$ cat src/rtl/ntt_ctrl_pkg.sv
// Shared NTT control definitions: conf codes driven to the stage FSM, done_flag
// codes it returns, and the operation sequencer state encoding.
package ntt_ctrl_pkg;

    typedef logic [3:0] conf_t;
    typedef logic [2:0] flag_t;

    localparam conf_t CONF_IDLE         = 4'b0000;
    localparam conf_t CONF_R2_NTT       = 4'b0001;
    localparam conf_t CONF_R4_NTT       = 4'b0010;
    localparam conf_t CONF_DONE_R2_NTT  = 4'b0011;
    localparam conf_t CONF_DONE_R4_NTT  = 4'b0100;
    localparam conf_t CONF_R4_INTT      = 4'b0101;
    localparam conf_t CONF_R2_INTT      = 4'b0110;
    localparam conf_t CONF_DONE_R2_INTT = 4'b0111;
    localparam conf_t CONF_DONE_R4_INTT = 4'b1000;

    localparam flag_t DF_NONE    = 3'b000;
    localparam flag_t DF_R2_NTT  = 3'b001;
    localparam flag_t DF_R4_NTT  = 3'b010;
    localparam flag_t DF_R4_INTT = 3'b011;
    localparam flag_t DF_R2_INTT = 3'b100;

    typedef enum logic [2:0] {
        S_IDLE    = 3'd0,
        S_RUN_A   = 3'd1,
        S_DRAIN_A = 3'd2,
        S_RUN_B   = 3'd3,
        S_DRAIN_B = 3'd4,
        S_GAP     = 3'd5
    } seq_state_t;

    // Forward runs radix-2 first; inverse runs radix-4 first.
    function automatic conf_t conf_decode(input seq_state_t s, input logic inv);
        conf_t c;
        c = CONF_IDLE;
        case (s)
            S_RUN_A:   c = inv ? CONF_R4_INTT      : CONF_R2_NTT;
            S_DRAIN_A: c = inv ? CONF_DONE_R4_INTT : CONF_DONE_R2_NTT;
            S_RUN_B:   c = inv ? CONF_R2_INTT      : CONF_R4_NTT;
            S_DRAIN_B: c = inv ? CONF_DONE_R2_INTT : CONF_DONE_R4_NTT;
            default:   c = CONF_IDLE;
        endcase
        return c;
    endfunction

    function automatic logic [1:0] stage_decode(input seq_state_t s);
        logic [1:0] id;
        id = 2'd0;
        case (s)
            S_RUN_A, S_DRAIN_A: id = 2'd1;
            S_RUN_B, S_DRAIN_B: id = 2'd2;
            S_GAP:              id = 2'd3;
            default:            id = 2'd0;
        endcase
        return id;
    endfunction

    function automatic flag_t expect_flag(input seq_state_t s, input logic inv);
        flag_t f;
        f = DF_NONE;
        case (s)
            S_RUN_A: f = inv ? DF_R4_INTT : DF_R2_NTT;
            S_RUN_B: f = inv ? DF_R2_INTT : DF_R4_NTT;
            default: f = DF_NONE;
        endcase
        return f;
    endfunction

endpackage

$ cat src/rtl/ntt_conf_sequencer_if.sv
// Request/status and stage-FSM signals of the NTT operation sequencer.
interface ntt_conf_sequencer_if;
    import ntt_ctrl_pkg::*;

    logic       start;
    logic       mode;
    logic       abort;
    flag_t      done_flag;
    conf_t      conf;
    logic       busy;
    logic       done;
    logic       err;
    logic [1:0] stage_id;

    modport master (
        output start, mode, abort, done_flag,
        input  conf, busy, done, err, stage_id
    );

    modport slave (
        input  start, mode, abort, done_flag,
        output conf, busy, done, err, stage_id
    );
endinterface

$ cat src/rtl/ntt_conf_sequencer_counter.sv
// Cycle counter with synchronous clear, increment enable and limit compare.
module seq_cycle_counter #(
    parameter int unsigned CNT_W = 11
) (
    input  logic             clk,
    input  logic             rst,
    input  logic             clr,
    input  logic             inc,
    input  logic [CNT_W-1:0] limit,
    output logic             hit
);
    logic [CNT_W-1:0] count;

    always_ff @(posedge clk) begin
        if (rst || clr) begin
            count <= '0;
        end else if (inc) begin
            count <= count + 1'b1;
        end
    end

    assign hit = (count == limit);
endmodule

$ cat src/rtl/ntt_conf_sequencer.sv
// Operation sequencer: walks the stage FSM through the radix-2/radix-4 stages of
// a 512-point NTT or INTT, with drain holds, abort and a per-stage watchdog.
module ntt_conf_sequencer
    import ntt_ctrl_pkg::*;
#(
    parameter int unsigned DRAIN_R2 = 10,
    parameter int unsigned DRAIN_R4 = 16,
    parameter int unsigned TIMEOUT  = 1024,
    parameter int unsigned CNT_W    = 11
) (
    input  logic                 clk,
    input  logic                 rst,
    ntt_conf_sequencer_if.slave  bus
);
    localparam logic [CNT_W-1:0] LIM_R2 = CNT_W'(DRAIN_R2 - 1);
    localparam logic [CNT_W-1:0] LIM_R4 = CNT_W'(DRAIN_R4 - 1);
    localparam logic [CNT_W-1:0] LIM_TO = CNT_W'(TIMEOUT - 1);

    seq_state_t       state, state_n;
    logic             mode_q, mode_n;
    logic             cnt_clr, cnt_inc, cnt_hit;
    logic [CNT_W-1:0] cnt_limit;
    logic             done_n, err_n;

    // Drain and watchdog never run together, so one counter serves both.
    seq_cycle_counter #(.CNT_W(CNT_W)) u_cnt (
        .clk   (clk),
        .rst   (rst),
        .clr   (cnt_clr),
        .inc   (cnt_inc),
        .limit (cnt_limit),
        .hit   (cnt_hit)
    );

    always_comb begin
        state_n   = state;
        mode_n    = mode_q;
        cnt_clr   = 1'b0;
        cnt_inc   = 1'b0;
        cnt_limit = LIM_TO;
        done_n    = 1'b0;
        err_n     = 1'b0;
        case (state)
            S_IDLE: begin
                cnt_clr = 1'b1;
                if (bus.start && !bus.abort) begin
                    state_n = S_RUN_A;
                    mode_n  = bus.mode;
                end
            end
            S_RUN_A, S_RUN_B: begin
                cnt_limit = LIM_TO;
                if (bus.done_flag == expect_flag(state, mode_q)) begin
                    state_n = (state == S_RUN_A) ? S_DRAIN_A : S_DRAIN_B;
                    cnt_clr = 1'b1;
                end else if (cnt_hit) begin
                    state_n = S_IDLE;
                    err_n   = 1'b1;
                    cnt_clr = 1'b1;
                end else begin
                    cnt_inc = 1'b1;
                end
            end
            S_DRAIN_A: begin
                // Drain length follows the radix of the stage that just finished.
                cnt_limit = mode_q ? LIM_R4 : LIM_R2;
                if (cnt_hit) begin
                    state_n = S_RUN_B;
                    cnt_clr = 1'b1;
                end else begin
                    cnt_inc = 1'b1;
                end
            end
            S_DRAIN_B: begin
                cnt_limit = mode_q ? LIM_R2 : LIM_R4;
                if (cnt_hit) begin
                    state_n = S_GAP;
                    cnt_clr = 1'b1;
                end else begin
                    cnt_inc = 1'b1;
                end
            end
            S_GAP: begin
                state_n = S_IDLE;
                done_n  = 1'b1;
                cnt_clr = 1'b1;
            end
            default: begin
                state_n = S_IDLE;
                cnt_clr = 1'b1;
            end
        endcase
        if (bus.abort && state != S_IDLE) begin
            state_n = S_IDLE;
            done_n  = 1'b0;
            err_n   = 1'b0;
            cnt_clr = 1'b1;
            cnt_inc = 1'b0;
        end
    end

    always_ff @(posedge clk) begin
        if (rst) begin
            state        <= S_IDLE;
            mode_q       <= 1'b0;
            bus.conf     <= CONF_IDLE;
            bus.busy     <= 1'b0;
            bus.done     <= 1'b0;
            bus.err      <= 1'b0;
            bus.stage_id <= 2'd0;
        end else begin
            state        <= state_n;
            mode_q       <= mode_n;
            bus.conf     <= conf_decode(state_n, mode_n);
            bus.busy     <= (state_n != S_IDLE);
            bus.done     <= done_n;
            bus.err      <= err_n;
            bus.stage_id <= stage_decode(state_n);
        end
    end
endmodule

$ cat src/flat_wrapper.sv
// flat-port wrapper written by rule: the top's interface ports become plain ports
module ntt_conf_sequencer_flat import ntt_ctrl_pkg::*;
#(
    parameter int unsigned DRAIN_R2 = 10,
    parameter int unsigned DRAIN_R4 = 16,
    parameter int unsigned TIMEOUT  = 1024,
    parameter int unsigned CNT_W    = 11
)
  (clk, rst, bus_start, bus_mode, bus_abort, bus_done_flag, bus_conf, bus_busy, bus_done, bus_err, bus_stage_id);
  ntt_conf_sequencer_if bus_i ();
  input  logic clk;
  input  logic rst;
  input wire logic [$bits(bus_i.start)-1:0] bus_start;
  input wire logic [$bits(bus_i.mode)-1:0] bus_mode;
  input wire logic [$bits(bus_i.abort)-1:0] bus_abort;
  input wire logic [$bits(bus_i.done_flag)-1:0] bus_done_flag;
  output wire logic [$bits(bus_i.conf)-1:0] bus_conf;
  output wire logic [$bits(bus_i.busy)-1:0] bus_busy;
  output wire logic [$bits(bus_i.done)-1:0] bus_done;
  output wire logic [$bits(bus_i.err)-1:0] bus_err;
  output wire logic [$bits(bus_i.stage_id)-1:0] bus_stage_id;
  assign bus_i.start = bus_start;
  assign bus_i.mode = bus_mode;
  assign bus_i.abort = bus_abort;
  assign bus_i.done_flag = bus_done_flag;
  assign bus_conf = bus_i.conf;
  assign bus_busy = bus_i.busy;
  assign bus_done = bus_i.done;
  assign bus_err = bus_i.err;
  assign bus_stage_id = bus_i.stage_id;
  ntt_conf_sequencer #(.DRAIN_R2(DRAIN_R2), .DRAIN_R4(DRAIN_R4), .TIMEOUT(TIMEOUT), .CNT_W(CNT_W)) u_core (.clk(clk), .rst(rst), .bus(bus_i));
endmodule
$ cat config.mk
export PLATFORM = sky130hd
export DESIGN_NAME = ntt_conf_sequencer_flat
export DESIGN_NICKNAME = d
export VERILOG_FILES = /design/src/rtl/ntt_ctrl_pkg.sv /design/src/rtl/ntt_conf_sequencer_if.sv /design/src/rtl/ntt_conf_sequencer_counter.sv /design/src/rtl/ntt_conf_sequencer.sv /design/src/flat_wrapper.sv
export SDC_FILE = /design/constraint.sdc
export NUM_CORES = 1
export LEC_CHECK = 0
export CAP_MARGIN = 20
export CORE_MARGIN = 1
export CORE_UTILIZATION = 30
export DETAILED_ROUTE_END_ITERATION = 12
export PLACE_DENSITY = 0.57
export SKIP_LAST_GASP = 1
export SYNTH_ARGS = -nofsm -noshare
export SYNTH_HDL_FRONTEND = slang
export SYNTH_HIERARCHICAL = 1
export SYNTH_SLANG_ARGS = --single-unit
$ cat constraint.sdc
create_clock -name clk -period 4.8 [get_ports clk]
set_clock_uncertainty 0.2 [all_clocks]
set_input_delay 0.72 -clock clk [delete_from_list [all_inputs] [get_ports clk]]
set_output_delay 0.72 -clock clk [all_outputs]
set_load 0.05 [all_outputs]
## Yosys cells after proc, flatten, opt, wreduce, memory -nomap -nowiden

Index checks and enable logic that the tools add are counted.

| word-level totals | value |
|---|---|
| output and inout bits | 9 |
| logic and storage cells | 67 |
| bits in registers | 24 |

| operators by class | value |
|---|---|
| mux-type cells | 32 |
| bitwise gates (word level) | 1 |
| add/sub/neg operators | 1 |
| eq/ne operators | 12 |
| reductions and logical operators | 13 |

Operator list:

| kind | count |
|---|---|
| $mux 3 | 13 |
| $pmux 11 s2 | 1 |
| $pmux 4 s4 | 1 |
| $eq 3x2->1 const B | 4 |
| $eq 3x3->1 const B | 4 |
| $pmux 3 s4 | 1 |
| $add 11x1->11 const B | 1 |
| $eq 11x11->1 | 1 |
| $reduce_or 2->1 | 5 |
| $mux 1 | 9 |
| $eq 3x1->1 const B | 2 |
| $pmux 2 s3 | 1 |
| $pmux 3 s2 | 1 |
| $reduce_bool 3->1 | 2 |
| $mux 2 | 2 |
| $mux 4 | 1 |
| $pmux 1 s2 | 2 |
| $reduce_or 4->1 | 1 |
| $eq 3x3->1 | 1 |
| $logic_not 3->1 | 1 |
| $logic_and 1x1->1 | 2 |
| $logic_not 1->1 | 1 |
| $logic_or 1x1->1 | 1 |
| $not 1->1 | 1 |

## Longest topological paths before layout

| logic depth | value |
|---|---|
| depth after elaboration | 10 |
| depth in mapped cells | 13 |
| gate-level depth less buffers | 12 |

## Cells and area by module

Netlist, hierarchy kept.

By module, submodules not included:

| module | cells an instance | instances | area each (µm²) | seq. area each (µm²) |
|---|---|---|---|---|
| ntt_conf_sequencer | 105 | 1 | 908.4 | 260.2 |
| seq_cycle_counter | 69 | 1 | 621.8 | 220.2 |

## Least setup slack after synthesis

Ideal clock, no wire load.

| timing path | value |
|---|---|
| path kind | reg-to-reg |
| from | register u_core.state[1] |
| to | register u_core.bus.busy |
| arrival | 2555 ps |
| stages on the path, launching flop included | 14 |
| path slack | 1914 ps |
| setup time | 131 ps |
| clock period less this slack | 2886 ps |
| path through | dfxtp_1 > buf_2 > nand2b_1 > a21oi_1 > inv_1 > xnor2_1 > nand3_1 > nor3_1 > o21ai_0 > nand2_1 > and2_1 > a221oi_4 > o21ai_1 > a21oi_1 |

| between the ends | value |
|---|---|
| cells in the longest elaborated chain, start to end | 8 |
| elaborated cells on any way between the ends | 22 |
| classes of those cells | 6 x eq/ne; 11 x mux; 5 x reduce/logical |

RTL lines:

| element | line | RTL |
|---|---|---|
| from (decl) | ntt_conf_sequencer.sv:19 | `seq_state_t state, state_n;` |
| from (signal assigned) | ntt_conf_sequencer.sv:112 | `state <= state_n;` |
| $eq 3x3->1 / $eq 3x2->1 (equally long branches) | ntt_conf_sequencer.sv:43 | `case (state)` |
| $pmux 11 s2 * | ntt_conf_sequencer.sv:43 |  |
| net u_core.cnt_limit[4] | ntt_conf_sequencer.sv:22 | `logic [CNT_W-1:0] cnt_limit;` |
| $eq 11x11->1 * | ntt_conf_sequencer_counter.sv:22 | `assign hit = (count == limit);` |
| net u_core.cnt_hit | ntt_conf_sequencer.sv:21 | `logic cnt_clr, cnt_inc, cnt_hit;` |
| $mux 3 | ntt_conf_sequencer.sv:56 | `end else if (cnt_hit) begin` |
| $mux 3 | ntt_conf_sequencer.sv:53 | `if (bus.done_flag == expect_flag(state, mode_q)) begin` |
| $pmux 3 s4 * | ntt_conf_sequencer.sv:43 |  |
| $mux 3 * | ntt_conf_sequencer.sv:93 | `if (bus.abort && state != S_IDLE) begin` |
| $reduce_bool 3->1 * | ntt_conf_sequencer.sv:115 | `bus.busy <= (state_n != S_IDLE);` |
| to (signal assigned) | ntt_conf_sequencer.sv:115 |  |
| to (decl) | ntt_conf_sequencer_if.sv:22 | `output conf, busy, done, err, stage_id` |

The timed path passes the listed nets; every way through them passes the cells marked *. The select of a mux whose other input is x is not followed.
A chain may end at the register's enable or synchronous reset.

## Final worst setup path

Same ends and word-level chain as after synthesis.

==> results.yml <==
power:
  p_leak_nw: 0.568
  combPwrFrac_pct: 22.7
  internal-power_mw: 0.300
  ir_drop_uv: 123
  clockPowerShare_pct: 27.8
  p_sw_mw: 0.126
  switching_share_pct: 29.6
  seqPwrFrac_pct: 49.5
  p_total_mw: 0.426
  powerDensity_nw_per_um2: 240
final_layout:
  fillers: 505
  area_delta_synth_final_pct: 16.2
  insertedDiodeCount: 0
  drive_gt1_share_pct: 9.68
  fin_area_um2: 1780
  nets: 197
  stdcell_count: 253
  layout_common_cells: "24 x dfxtp_1, 16 x clkdlybuf4s50_1, 16 x xnor2_1, 13 x nor2_1, 11 x a21oi_1"
  mostFrequentLayoutCell: "dfxtp_1"
die:
  initial_core_util_pct: 31.8
  ios: 17
  die_area_um2: 5390
  num_rows: 25
  die_h_um: 73.4
  coreArea_um2: 4820
  dieWidth_um: 73.4
yosys:
  avgSynthCellArea_um2: 8.79
  ys_seq_elements: 24
  synth_cells: 174
  synth.area.top_cells: "dfxtp_1 31%, xnor2_1 9.2%, a21oi_1 3.6%"
  synthFlopType: "dfxtp_1"
  syn_area_um2: 1530
  synth_top_area_share_pct: 31.4
  synth_seq_area_share_pct: 31.4
  synth-edff-count: 0
  yosysTopAreaCell: "dfxtp_1"
  async_reset_ff_share_pct: 0
  yosysWarnings: 6
  yosysUniqueCellTypes: 58
route:
  wl_per_cell_um: 12.3
  dr.pass1.iters: 4
  final_antenna_net_count: 0
  dr.first_iter.drc_count: 30
  routed_wl_um: 3100
  num_vias: 1243
  drc: 0
  vias_per_cell: 4.91
setup_path:
  cp_common_cell: "a21oi_1"
  cp_top_family: "simple AND/OR/NAND/NOR gates"
  r2r_setup_slack_ns: 1.40
  end_kind: "register"
  critical_path_buf_inv_count: 1
  cpMaxStageDelayCell: "nor3_1"
  critPathMaxStageDelay_ns: 0.65
  path_max_fanout: 13
  cp-start-kind: "register"
  crit_arrival_ns: 3.33
  cp.required_ns: 4.73
  worstSetupPathType: "reg -> reg"
  crit_chain: "nand2b_1 > a21oi_1 > inv_1 > xnor2_1 > nand4_1 > nor3_1 > o21ai_0 > nand2_1 > and2_1 > a221oi_4 > o21ai_1 > a21oi_1"
cts:
  cts_tree: "built"
  cts.path.max_buffers: 2
  cts_buffers: 3
  path_clk_slew_ns: 0.09
  cts_root_buf: "clkbuf_8"
  cts_max_level: 1
  cts_hold_buf: 0
  clk_latency_ns: 0.26
  post-cts-setup-buffers: 0
  post_cts_resized: 0
  clock_sinks: 24
timing:
  drv_slew: 0
  maxSlewHeadroom_pct: 48.3
  hold_violations: 0
  finalCritPeriodShare_pct: 70.8
  finalSetupTns_ns: 0
  fmaxAchievable_mhz: 294
  setup_ws_ns: 1.40
  rsz0062_at_grt: "false"
  min_period_ns: 3.40
  setup_viol: 0
  tightest_slew_ns: 0.770
grt:
  gr-total-overflow: 0
  antenna_found_initial: 0
  grt_max_degree: 14
  track_usage_pct: 12.2
  grt_pass1_vias: 1079
  grt_pass1_wl_um: 5180
placement:
  dp_hpwl_um: 2260
  place_ws_ns: 1.26
  routabilityCongestion: 0.817
  placed_cells: 250
  io_buffers: 16
  place_area_um2: 1740
status:
  outcome: "complete, no violations"
run:
  max_cap_violations: 0
min_path:
  min_path_type: "reg -> reg"
==> power groups by stage <==
stage / combinational (mW) / clock [mW] / sequential (mW)
floorplan: 0.0630 / 0 / 0.225
global placement: 0.0971 / 0 / 0.216
detailed placement: 0.0963 / 0 / 0.216
CTS: 0.0969 / 0.122 / 0.211
global route: 0.105 / 0.129 / 0.212
finish: 0.0970 / 0.118 / 0.211
==> worst paths after layout <==
kind / cells after the start / start / to
worst min-delay path: 2 / u_core/u_cnt/count[10] / u_core/u_cnt/count[10]
worst max register to register: 12 / u_core/state[1] / u_core/bus.busy
worst min register to register: 2 / u_core/u_cnt/count[10] / u_core/u_cnt/count[10]
worst max-delay path: 12 / u_core/state[1] / u_core/bus.busy
==> flip-flops by register name, summed over array words and instances (netlist names) <==
name	count
u_core/bus.conf	4
u_core/bus.stage_id	2
u_core/u_cnt/count	11
u_core/mode_q	1
u_core/bus.done	1
u_core/state	3
u_core/bus.err	1
u_core/bus.busy	1
==> cell usage after synthesis (all sizes together), types with 3 or more instances <==
| cell type | number |
|---|---|
| buf | 4 |
| o21ai | 8 |
| or3 | 5 |
| inv | 6 |
| nand2b | 6 |
| nor2b | 5 |
| nor2 | 13 |
| dfxtp | 24 |
| o21a | 3 |
| nor3 | 3 |
| xnor2 | 16 |
| nand2 | 9 |
| and2 | 3 |
| clkbuf | 4 |
| or2 | 4 |
| nand3 | 5 |
| mux2i | 3 |
| nand4 | 7 |
| a21oi | 11 |
==> logic make-up (layout without fill, tap and decap cells) <==
family | count (synthesis) | in the layout | synth area share (%)
adder cells (fa/ha/maj) | 1 | 1 | 0.818
flip-flops | 24 | 24 | 31.4
XOR/XNOR | 18 | 18 | 10.8
AND/OR/NAND/NOR | 73 | 73 | 30.3
AO/OA/AOI/OAI | 38 | 38 | 19.3
multiplexers | 4 | 4 | 2.70
other | 2 | 3 | 0.491
buffers and inverters | 14 | 25 | 4.17
==> tightest hold or removal path, cell delays in order, from the launching register on <==
cell	delay, ns
dfxtp_1	0.34
o311ai_1	0.07
o41ai_1	0.06
==> metrics by stage <==
stage	util [%]	hold slack, ns
after floorplan	-	0.268
after global placement	36.1	0.286
after detailed placement	36.1	0.293
after CTS	36.9	0.305
after global routing	36.9	0.333
final	36.9	0.303
==> layer usage <==
layer	global-route usage [%]	vias to the layer above	part of all wire, %
met3	1.65	2	2.1
met4	3.21	0	0.87
met5	0	-	0
met2	17.6	17	42
li1	-	644	-
met1	18.9	580	55
==> final cells by class <==
class                      instances  area [um^2]  share of cell area, %
multi-input combinational        137          990                   55.7
sequential                        24          480                   27.0
timing repair buffer              16          160                   9.01
tap                               67         83.8                   4.71
clock buffer                       3         41.3                   2.32
inverter                           6         22.5                   1.27
Note: power is estimated with default switching activity, not from simulation.
